===== config.mk =====
export PLATFORM = sky130hd
export DESIGN_NAME = rr_hold_arbiter_flat
export DESIGN_NICKNAME = d
export VERILOG_FILES = /design/src/rtl/rr_hold_arbiter_pkg.sv /design/src/rtl/rr_hold_arbiter_if.sv /design/src/rtl/rr_hold_arbiter_pick.sv /design/src/rtl/rr_hold_arbiter.sv /design/src/flat_wrapper.sv
export SDC_FILE = /design/constraint.sdc
export NUM_CORES = 1
export LEC_CHECK = 0
export ABC_AREA = 1
export CORE_UTILIZATION = 49
export CTS_CLUSTER_SIZE = 20
export DETAILED_ROUTE_END_ITERATION = 8
export PLACE_DENSITY_LB_ADDON = 0.08
export SYNTH_ARGS = -nofsm -noshare
export SYNTH_HDL_FRONTEND = slang
export SYNTH_HIERARCHICAL = 1
export SYNTH_SLANG_ARGS = --single-unit

===== constraint.sdc =====
create_clock -name clk -period 1.83 [get_ports clk]
set_input_delay 0.4575 -clock clk [delete_from_list [all_inputs] [get_ports clk]]
set_output_delay 0.4575 -clock clk [all_outputs]
set_load 0.05 [all_outputs]

===== src/rtl/rr_hold_arbiter_pkg.sv =====
// Shared types and helpers for the round-robin hold arbiter.
package rr_arb_pkg;

   // Controller states: no owner, owner granted, one-cycle dead gap after release.
   typedef enum logic [1:0] {
      IDLE  = 2'd0,
      GRANT = 2'd1,
      GAP   = 2'd2
   } state_t;

   // Width needed to count 0..max_hold inclusive.
   function automatic int hold_width(input int max_hold);
      return $clog2(max_hold + 1);
   endfunction

endpackage : rr_arb_pkg


===== src/rtl/rr_hold_arbiter_if.sv =====
// Request/grant bundle between the requesters and the arbiter.
interface rr_hold_arbiter_if #(
   parameter int N   = 4,
   parameter int IDW = $clog2(N)
);
   logic [N-1:0]   req;
   logic [N-1:0]   grnt;
   logic [IDW-1:0] gnt_id;
   logic           busy;
   logic           preempt;

   // Requester side: raises requests, observes grants.
   modport master (
      output req,
      input  grnt, gnt_id, busy, preempt
   );

   // Arbiter side: observes requests, drives grants.
   modport slave (
      input  req,
      output grnt, gnt_id, busy, preempt
   );
endinterface : rr_hold_arbiter_if


===== src/rtl/rr_hold_arbiter_pick.sv =====
// Combinational rotating-priority picker: first set request at or after ptr, wrapping.
module rr_pick #(
   parameter  int N   = 4,
   localparam int IDW = $clog2(N)
) (
   input  logic [N-1:0]   req,
   input  logic [IDW-1:0] ptr,
   output logic           any,
   output logic [IDW-1:0] win_id,
   output logic [N-1:0]   win_onehot
);

   // Scan from the farthest offset back to ptr so the nearest request wins last.
   always_comb begin
      logic [IDW-1:0] idx;
      // NOTE: every output gets a default before the loop so no path leaves it unassigned (no latch).
      any        = 1'b0;
      win_id     = '0;
      win_onehot = '0;
      idx        = '0;
      for (int k = N - 1; k >= 0; k--) begin
         idx = IDW'((int'(ptr) + k) % N);
         if (req[idx]) begin
            any    = 1'b1;
            win_id = idx;
         end
      end
      if (any) begin
         win_onehot = N'(1) << win_id;
      end
   end

endmodule : rr_pick


===== src/rtl/rr_hold_arbiter.sv =====
// Registered round-robin arbiter with grant hold and a hold-time limit under contention.
module rr_hold_arbiter
   import rr_arb_pkg::*;
#(
   parameter  int N        = 4,
   parameter  int MAX_HOLD = 8,
   localparam int IDW      = $clog2(N),
   localparam int HW       = hold_width(MAX_HOLD)
) (
   input logic                clk,
   input logic                rst,
   rr_hold_arbiter_if.slave   bus
);

   state_t         state;
   logic [N-1:0]   grnt_q;
   logic [IDW-1:0] gnt_id_q;
   logic           busy_q;
   logic           preempt_q;
   logic [IDW-1:0] ptr;
   logic [HW-1:0]  hold_cnt;

   logic           pick_any;
   logic [IDW-1:0] pick_id;
   logic [N-1:0]   pick_onehot;

   logic           owner_req;
   logic           others_req;
   logic           hold_full;
   logic [IDW-1:0] next_ptr;

   rr_pick #(.N(N)) u_pick (
      .req        (bus.req),
      .ptr        (ptr),
      .any        (pick_any),
      .win_id     (pick_id),
      .win_onehot (pick_onehot)
   );

   assign owner_req  = bus.req[gnt_id_q];
   assign others_req = |(bus.req & ~grnt_q);
   assign hold_full  = (hold_cnt == HW'(MAX_HOLD));
   assign next_ptr   = (gnt_id_q == IDW'(N - 1)) ? '0 : gnt_id_q + 1'b1;

   // Grant controller: picks in IDLE/GAP, holds or releases in GRANT; all outputs registered.
   always_ff @(posedge clk or negedge rst) begin
      if (!rst) begin
         state     <= IDLE;
         grnt_q    <= '0;
         gnt_id_q  <= '0;
         busy_q    <= 1'b0;
         preempt_q <= 1'b0;
         ptr       <= '0;
         hold_cnt  <= '0;
      end else begin
         // NOTE: non-blocking assignments so every register samples pre-edge values.
         preempt_q <= 1'b0;
         case (state)
            IDLE, GAP: begin
               if (pick_any) begin
                  grnt_q   <= pick_onehot;
                  gnt_id_q <= pick_id;
                  busy_q   <= 1'b1;
                  hold_cnt <= HW'(1);
                  state    <= GRANT;
               end else begin
                  state    <= IDLE;
               end
            end
            GRANT: begin
               if (!owner_req || (hold_full && others_req)) begin
                  // A dropped request wins over the limit, so preempt flags only forced releases.
                  grnt_q    <= '0;
                  busy_q    <= 1'b0;
                  ptr       <= next_ptr;
                  hold_cnt  <= '0;
                  preempt_q <= owner_req;
                  state     <= GAP;
               end else if (!hold_full) begin
                  hold_cnt <= hold_cnt + 1'b1;
               end
            end
            default: begin
               grnt_q   <= '0;
               busy_q   <= 1'b0;
               hold_cnt <= '0;
               state    <= IDLE;
            end
         endcase
      end
   end

   assign bus.grnt    = grnt_q;
   assign bus.gnt_id  = gnt_id_q;
   assign bus.busy    = busy_q;
   assign bus.preempt = preempt_q;

endmodule : rr_hold_arbiter


===== src/flat_wrapper.sv =====
// flat-port wrapper written by rule: the top's interface ports become plain ports
module rr_hold_arbiter_flat import rr_arb_pkg::*;
#(
   parameter  int N        = 4,
   parameter  int MAX_HOLD = 8,
   localparam int IDW      = $clog2(N),
   localparam int HW       = hold_width(MAX_HOLD)
)
  (clk, rst, bus_req, bus_grnt, bus_gnt_id, bus_busy, bus_preempt);
  rr_hold_arbiter_if #(.N(N)) bus_i ();
  input logic clk;
  input logic rst;
  input wire logic [$bits(bus_i.req)-1:0] bus_req;
  output wire logic [$bits(bus_i.grnt)-1:0] bus_grnt;
  output wire logic [$bits(bus_i.gnt_id)-1:0] bus_gnt_id;
  output wire logic [$bits(bus_i.busy)-1:0] bus_busy;
  output wire logic [$bits(bus_i.preempt)-1:0] bus_preempt;
  assign bus_i.req = bus_req;
  assign bus_grnt = bus_i.grnt;
  assign bus_gnt_id = bus_i.gnt_id;
  assign bus_busy = bus_i.busy;
  assign bus_preempt = bus_i.preempt;
  rr_hold_arbiter #(.N(N), .MAX_HOLD(MAX_HOLD)) u_core (.clk(clk), .rst(rst), .bus(bus_i));
endmodule

Word-level counts from Yosys, hierarchy flattened --
Index checks and enable logic that the tools add are counted.
Operators by class: reduce and logical (&&, ||, !) cells 10, multiplexer cells 34, bitwise gates (word level) 2, $add $sub $neg 5, divide/modulo/power cells 0, magnitude comparators 5, shifts and indexed selects 1, equality and inequality tests 7, multiply operators 0
Operators by type and width (number):
- 4-bit two-way mux | 5
- 4-bit one-hot mux with 2 select lines | 2
- 2-bit by 3-bit < comparator with 1-bit output (second input constant) | 5
- 1-bit two-way mux | 14
- 2-bit two-way mux | 6
- 1-bit binary-select mux with 2-bit select | 5
- 2-bit AND reduction | 4
- 2-bit by 1-bit adder with 2-bit output (second input constant) | 2
- 2-bit adder (second input constant) | 2
- 4-bit by 1-bit adder with 4-bit output (second input constant) | 1
- 4-bit bitwise AND | 1
- 2-bit equality test (second input constant) | 2
- 4-bit equality test (second input constant) | 1
- 2-bit by 1-bit != test with 1-bit output (second input constant) | 2
- 4-bit NOT | 1
- 2-bit one-hot mux with 2 select lines | 1
- 4-bit OR reduction | 1
- 1-bit by 2-bit left shift with 4-bit output (first input constant) | 1
- 3-bit != test (second input constant) | 1
- 2-bit by 1-bit equality test with 1-bit output (second input constant) | 1
- 2-bit logical NOT | 1
- 1-bit one-hot mux with 2 select lines | 1
- 2-bit OR reduction | 1
- 1-bit logical AND | 1
- other kinds (2) | 2
Word-level totals: memories 0, bits in registers 16, ROM bits 0, output and inout bits 8, latch bits 0, input bits 6, RAM bits 0

Logic depth before layout (Yosys ltp) --
depth in word-level cells 10, mapped depth 13, gate-level depth less buffers 13

By module --
The synthesis kept the hierarchy.
Modules (own cells, without submodules):
- rr_hold_arbiter | cells an instance 106, sequential area each 400.4 um^2, instances 1, area each 880.8 um^2
- rr_pick | cells an instance 58, sequential area each 0.0 um^2, instances 1, area each 257.7 um^2

Worst setup path before layout --
OpenSTA, ideal clock, no wires.
kind reg2reg, from reg u_core.ptr[0], to reg u_core.hold_cnt[3], period minus slack after synthesis 1.754 ns, setup time 0.116 ns, data arrival time 1.638 ns, path buffers 0, stages on the path, launching flop included 12, setup slack 0.076 ns, required time 1.714 ns, path through dfrtp_1 -> inv_2 -> nand2_1 -> nand3_1 -> nand2_1 -> inv_2 -> nand4_1 -> or2_2 -> nand2_4 -> inv_2 -> nand2_1 -> nand2_1
On the way: cells in the longest elaborated chain, start to end 9, elaborated cells on any way between the ends 17, those cells by class add/sub: 3; eq/ne: 1; mux: 12; reduce/logical: 1
Ends and longest elaborated chain:
- start: declaration | RTL line rr_hold_arbiter.sv:20 | logic [IDW-1:0] ptr;
- start signal: assignment | RTL line rr_hold_arbiter.sv:75 | ptr <= next_ptr;
- 2-bit adder | RTL line rr_hold_arbiter_pick.sv:22 | idx = IDW'((int'(ptr) + k) % N);
- 1-bit binary-select mux with 2-bit select | RTL line rr_hold_arbiter_pick.sv:23 | if (req[idx]) begin
- 1-bit two-way mux (not written as such) | RTL line rr_hold_arbiter_pick.sv:23
- 1-bit two-way mux (3 in a row) | RTL line rr_hold_arbiter_pick.sv:23
- 1-bit two-way mux * | RTL line rr_hold_arbiter_pick.sv:23
- named net u_core.pick_any | RTL line rr_hold_arbiter.sv:23 | logic pick_any;
- 2-bit by 1-bit != test with 1-bit output (no line) *
- 2-bit AND reduction (no line) *
- end signal: assignment | RTL line rr_hold_arbiter.sv:80 | hold_cnt <= hold_cnt + 1'b1;
- end: declaration | RTL line rr_hold_arbiter.sv:21 | logic [HW-1:0] hold_cnt;
Mark *: on every way through the listed nets, which the timed path passes. The rest lies on a longest branch. The select of a mux whose other input is x is not followed. A chain may end at the register's enable or synchronous reset.

Worst setup path after layout --
from in bus_req[1], to reg u_core.hold_cnt[0]
On the way: cells in the longest elaborated chain, start to end 8, elaborated cells on any way between the ends 24, those cells by class eq/ne: 2; mux: 16; bitwise: 1; reduce/logical: 5
Ends and longest elaborated chain:
- start: declaration | RTL line flat_wrapper.sv:13 | input wire logic [$bits(bus_i.req)-1:0] bus_req;
- 1-bit binary-select mux with 2-bit select | RTL line rr_hold_arbiter_pick.sv:23
- 1-bit two-way mux (not written as such) | RTL line rr_hold_arbiter_pick.sv:23
- 1-bit two-way mux (3 in a row) | RTL line rr_hold_arbiter_pick.sv:23
- 1-bit two-way mux * | RTL line rr_hold_arbiter_pick.sv:23
- named net u_core.pick_any | RTL line rr_hold_arbiter.sv:23
- 2-bit by 1-bit != test with 1-bit output (no line) *
- 2-bit AND reduction (no line) *
Marked as above.

==> run_results.csv <==
group,metric,value,unit
run_status,status,"complete, no violations",
timing,tightest_slew,0.256,ns
grt,grt_pass1_vias,1022,
job,maxCapViolCount,0,
synth,avgSynthCellArea,6.94,um^2
pwr,p_int,1250,uW
pwr,p_per_area,1800,nW/um^2
routing,routed_wl,2.38,mm
clock_network,cts_root_buffer,"clkbuf_4",
cells_and_area,drive_above_1_share,31.1,%
timing,final-hold-violation-count,0,
clock_network,clkTransAtPathRegs,0.08,ns
floorplanning,ios,14,
floorplanning,core_area,2190,um^2
pwr,power.leakage,0.000807,uW
cells_and_area,fin_util,65.8,%
timing,min_period,1.74,ns
cells_and_area,multiInputGateArea,651,um^2
synth,yosysUniqueCellTypes,20,
placed_design,gp_congestion,0.918,
cells_and_area,diodes,0,
placed_design,hpwl,1.94,mm
timing,finalClockSkew,0.0100,ns
setup_path,crit_type,"primary input to flip-flop",
setup_path,cp-start-kind,"primary input",
pwr,switching_power,1350,uW
routing,vias,1065,
grt,grt_usage,23.0,%
grt,grt_pass1_wl,4.28,mm
synth,synth_flop_cell,"dfrtp_1",
pwr,pwr-share-seq,24.7,%
setup_path,critical_path_required,2.01,ns
clock_network,cts_made_buffers,3,
routing,routed_via_density,4.82,
synth,ys_seq_area_share,35.2,%
cells_and_area,nFillCells,208,
clock_network,hold_buffers,0,
grt,antenna_found_initial,0,
cells_and_area,final_nets,203,
synth,syn_area,1140,um^2
floorplanning,fp.dieH,50.2,um
clock_network,clk_latency,0.29,ns
setup_path,worstPathMaxFanout,7,
floorplanning,die_w,50.2,um
worst_hold_path,hp-class,"flip-flop to flip-flop",
clock_network,clock_sinks,16,
timing,slew_violations,0,
pwr,power_switching_share,51.9,%
routing,dr.pass1.iters,4,
clock_network,cts_max_level,1,
clock_network,post_cts_buffers,0,
clock_network,cts.path.max_buffers,2,
cells_and_area,syn2layout_area_growth,26.6,%
synth,ys_warn_count,6,
synth,synth-edff-count,0,
synth,syn_nets,173,
timing,period_share,95.1,%
grt,grt_remaining_overflow,0,
cells_and_area,seq_area,403,um^2
timing,slew_headroom,82.9,%
clock_network,cts_tree,"yes",
placed_design,io_buffers,13,
floorplanning,die-area,2520,um^2
placed_design,dp.cells,217,
routing,drcViolationCount,0,
synth,ys_async_sr_fraction,100,%
pwr,vdd_drop_max,1.06,mV
routing,routedWlPerCell,10.8,um
synth,syn_inst,164,
floorplanning,start_util,52.0,%
pwr,p_clk_share,9.0,%
timing,fmax,575,MHz
timing,rsz0062_at_grt,"false",
pwr,combPwrFrac,66.3,%
setup_path,cp.arrival,1.92,ns
cells_and_area,finalNonFillerCells,221,
routing,drtAntennaViolNets,0,
grt,grt_start_max_net_pins,17,
setup_path,cp-end-kind,"flip-flop",
synth,synth_seq_cells,16,
timing,finalSetupViolCount,0,
routing,initialDrtViolationCount,24,
floorplanning,rows,17,
==> kinds of logic after synthesis <==
family	count (synthesis)	synth area share, %
simple gates	107	45.5
buf+inv	27	8.90
flops	16	35.2
compound gates	9	5.60
fa+ha+maj	3	3.30
xor+xnor	2	1.54
==> timing repair <==
action                     4_1_cts  5_1_grt
pin swaps                        0        0
setup endpoints to repair        2       11
resized for setup                1        5
==> path summary, 6_finish.rpt <==
| kind | start | to | slack (ns) | cells after the start |
|---|---|---|---|---|
| max | bus_req[1] | u_core/hold_cnt[0] | 0.09 | 12 |
| min | u_core/bus.busy | u_core/bus.busy | 0.48 | 2 |
| max reg2reg | u_core/ptr[0] | u_core/hold_cnt[0] | 0.17 | 11 |
| min reg2reg | u_core/bus.busy | u_core/bus.busy | 0.48 | 2 |
| max in group asynchronous | rst | u_core/ptr[1] | 1.15 | 2 |
| min in group asynchronous | rst | u_core/hold_cnt[2] | 0.49 | 2 |
==> Yosys cell counts (3+ instances only) <==
| library cell | count | area [um^2] |
|---|---|---|
| nand3_1 | 11 | 55.1 |
| o21ai_1 | 5 | 25.0 |
| dfrtp_1 | 16 | 400 |
| nand3_2 | 3 | 30.0 |
| inv_2 | 8 | 30.0 |
| nand4_1 | 3 | 18.8 |
| nand2_2 | 11 | 68.8 |
| ha_1 | 3 | 37.5 |
| nand2_1 | 60 | 225 |
| inv_1 | 19 | 71.3 |
| nor2_1 | 10 | 37.5 |
==> power groups by stage <==
stage,Clock [uW],Combinational [uW],Sequential [uW]
floorplan,0,1030,791
global placement,0,1640,637
detailed placement,0,1680,643
CTS,246,1680,638
global route,259,1920,669
finish,234,1720,640
==> worst max-delay path, stage by stage <==
cell and delay, ns:
clkdlybuf4s50_1 0.44, inv_1 0.07, nand2_1 0.07, nand3_1 0.12, nand2_1 0.09, inv_2 0.06, nand4_1 0.11, or2_4 0.27
nand2_4 0.10, inv_2 0.04, nand2_1 0.05, nand2_1 0.05
==> sequential cells by signal (all words and copies together) (netlist names) <==
signal              count
u_core/bus.busy         1
u_core/bus.gnt_id       2
u_core/bus.grnt         4
u_core/bus.preempt      1
u_core/hold_cnt         4
u_core/ptr              2
u_core/state            2
==> placed cells by master (no fill, tap or decap), types with 5 or more instances in the layout <==
cell type | synthesis | layout
nand2_1 | 60 | 59
buf_4 | 0 | 19
inv_1 | 19 | 19
dfrtp_1 | 16 | 14
nand2_2 | 11 | 12
nand3_1 | 11 | 11
nor2_1 | 10 | 10
inv_2 | 8 | 7
clkdlybuf4s50_1 | 0 | 5
o21ai_1 | 5 | 5
==> metrics by stage <==
| stage | TNS (ns) | area (um^2) | hold slack, ns | setup WS (ns) | power [uW] |
|---|---|---|---|---|---|
| CTS | 0 | 1420 | 0.483 | 0.0403 | 2570 |
| floorplan | 0 | 1140 | 0.162 | 0.0761 | 1830 |
| global route | 0 | 1440 | 0.483 | 0.00329 | 2850 |
| detailed placement | -2.68 | 1390 | 0.461 | -0.282 | 2320 |
| finish | 0 | 1440 | 0.478 | 0.0897 | 2600 |
| global placement | -2.31 | 1390 | 0.459 | -0.240 | 2270 |
==> layer usage <==
metal / up-vias / GRT usage [%] / part of all wire, %
met3: 6 / 4.55 / 3.0
met1: 478 / 28.7 / 47
met2: 19 / 36.2 / 48
met4: 0 / 13.8 / 2.0
li1: 562 / - / -
met5: - / 0 / 0
==> area by class of cell <==
type                    count  area share (%)
clock buffers               4            2.52
inverters                  27            7.20
multi-input cells         121            45.1
flip-flops and latches     16            28.0
well taps                  28            2.43
repair buffers             25            14.8
Note: power is estimated with default switching activity, not from simulation.
==> patch (same settings) <==
Reset style: synchronous (`rst`), changed in one clocked block.
--- a/src/rtl/rr_hold_arbiter.sv
+++ b/src/rtl/rr_hold_arbiter.sv
@@ -43,7 +43,7 @@
    assign next_ptr   = (gnt_id_q == IDW'(N - 1)) ? '0 : gnt_id_q + 1'b1;
 
    // Grant controller: picks in IDLE/GAP, holds or releases in GRANT; all outputs registered.
-   always_ff @(posedge clk or negedge rst) begin
+   always_ff @(posedge clk) begin
       if (!rst) begin
          state     <= IDLE;
          grnt_q    <= '0;
Formal check against the unedited RTL: differs if rst is asserted again (counterexample within 4 cycles, from zero or initial values and one cycle with rst low); with rst held inactive, the same outputs for 10 cycles.
==> patch against the unedited design <==
Via count up 3.8%; design area down 3.4%; worst setup slack better by 0.17 ns; area after synthesis down 1.9%; global-route usage down 1.1 points; die area down 1.8%; total power down 13%; first-iteration DRC count up 4.2%; wire length up 2.1%; sequential cell count unchanged; largest cell class unchanged.
==> patch: results (changes against the unedited design) <==
grt:
  grt_max_degree: 10  # -7
  antenna_found_initial: 0  # unchanged
  grt.total_usage_pct: 21.9  # -1.1 points
  grt_pass1_wl_um: 4180  # -2.3%
  grt_pass1_vias: 1032  # +0.98%
clock_tree:
  numCtsBuffers: 3  # unchanged
  ctsHoldBuffers: 0  # unchanged
  cts-resized-gates: 0  # -1
  clk_latency_ns: 0.29  # about the same
  htreeDepth: 1  # unchanged
  cts_buffer_depth: 2  # unchanged
  cts_setup_buffers: 0  # unchanged
  clk_pin_slew_worst_paths_ns: 0.09
  cts_root_buf: "clkbuf_4"
hold_path:
  hp-class: "reg2reg"
timing:
  max_slew.worst_pin.slew_ns: 0.337  # +0.0811 ns
  fin_skew_ns: 0.000985  # -0.00906 ns
critical_path:
  cpMaxStageDelayCell: "dfxtp_2"
  crit_fanout: 8  # +1
  crit_family: "simple AND/OR/NAND/NOR gates"
  arrival_ns: 1.76  # -0.16 ns
  cp_slowest_stage_delay_ns: 0.42  # -0.02 ns
yosys:
  ys_async_sr_fraction_pct: 0  # -100 points
  ys_warn_count: 6  # unchanged
  synth_seq_area_share_pct: 28.7  # -6.5 points
  ys_types: 23  # +15%
  ys_top_cells_by_count: "nand2_1 (54), inv_1 (25), nor2_1 (20)"
  synth_cells: 175  # +6.7%
  synth_area_leaders: "dfxtp_1 (29%), nand2_1 (18%), inv_1 (8.4%)"
placement:
  pre_cts_ws_ns: -0.266  # +0.0156 ns
  place_congestion: 0.831  # -9.4%
  placed_area_mm2: 0.00133  # -4.2%
  portBuffers: 13  # unchanged
  dp.cells: 224  # +3.2%
  dp_hpwl_um: 1960  # +0.91%
drt:
  drtIter0Drc: 25  # +4.2%
  drt_first_pass_iters: 4  # unchanged
  wl_um: 2430  # +2.1%
  avgViaCountPerCell: 4.85  # +0.57%
final_layout:
  n_antenna_cell: 0  # unchanged
  num-fill-cells: 201  # -3.4%
  drive_above_1_share_pct: 27.4  # -3.7 points
  instances_no_fill: 228  # +3.2%
  layout.nets: 211  # +3.9%
power:
  total_leakage_power_nw: 0.729  # -9.7%
  ir_drop_mv: 0.839  # -21%
outcome:
  status: "completed"
==> patch: logic make-up after synthesis <==
family	Yosys count	share of synthesized area [%]
simple gates	107	47.1
fa+ha+maj	3	3.36
buf+inv	31	10.4
xor+xnor	2	1.57
compound gates	16	8.85
flops	16	28.7
==> patch: worst paths after layout <==
| check | start | end | slack (ns) | cells past startpoint |
|---|---|---|---|---|
| setup / recovery | u_core/ptr[0] | u_core/hold_cnt[1] | 0.26 | 13 |
| hold reg to reg | u_core/bus.busy | u_core/bus.busy | 0.48 | 2 |
| hold / removal | u_core/bus.busy | u_core/bus.busy | 0.48 | 2 |
| setup reg to reg | u_core/ptr[0] | u_core/hold_cnt[1] | 0.26 | 13 |
==> patch: metrics by stage <==
step,hold slack (ns),TNS [ns]
finish,0.479,0
global route,0.498,0
CTS,0.488,0
detailed placement,0.471,-2.55
global placement,0.467,-2.10
floorplan,0.489,0
==> patch: final cells by class <==
cell class              instances  area [um2]  area share, %
flip-flops and latches         16         322           23.1
well taps                      27        33.8           2.43
repair buffers                 22         188           13.5
inverters                      31         116           8.36
multi-input cells             128         697           50.0
clock buffers                   4        36.3           2.61
==> patch: metal layers <==
metal,vias to the layer above,track usage [%],part of all wire [%]
li1,586,-,-
met1,504,25.8,47
met2,11,38.1,50
met3,4,5.56,1.9
met4,0,7.14,1.4
met5,-,0,0
==> patch: power by group <==
part	internal [mW]	switching (mW)
Clock	0.121	0.114
Combinational	0.498	0.939
Sequential	0.456	0.120
==> patch: worst reg2reg max path, delay by kind of cell, from the launching register on <==
| family | cells | cell delay [ns] |
|---|---|---|
| buffers and inverters | 3 | 0.28 |
| DFF | 1 | 0.42 |
| and+or+nand+nor | 10 | 0.78 |
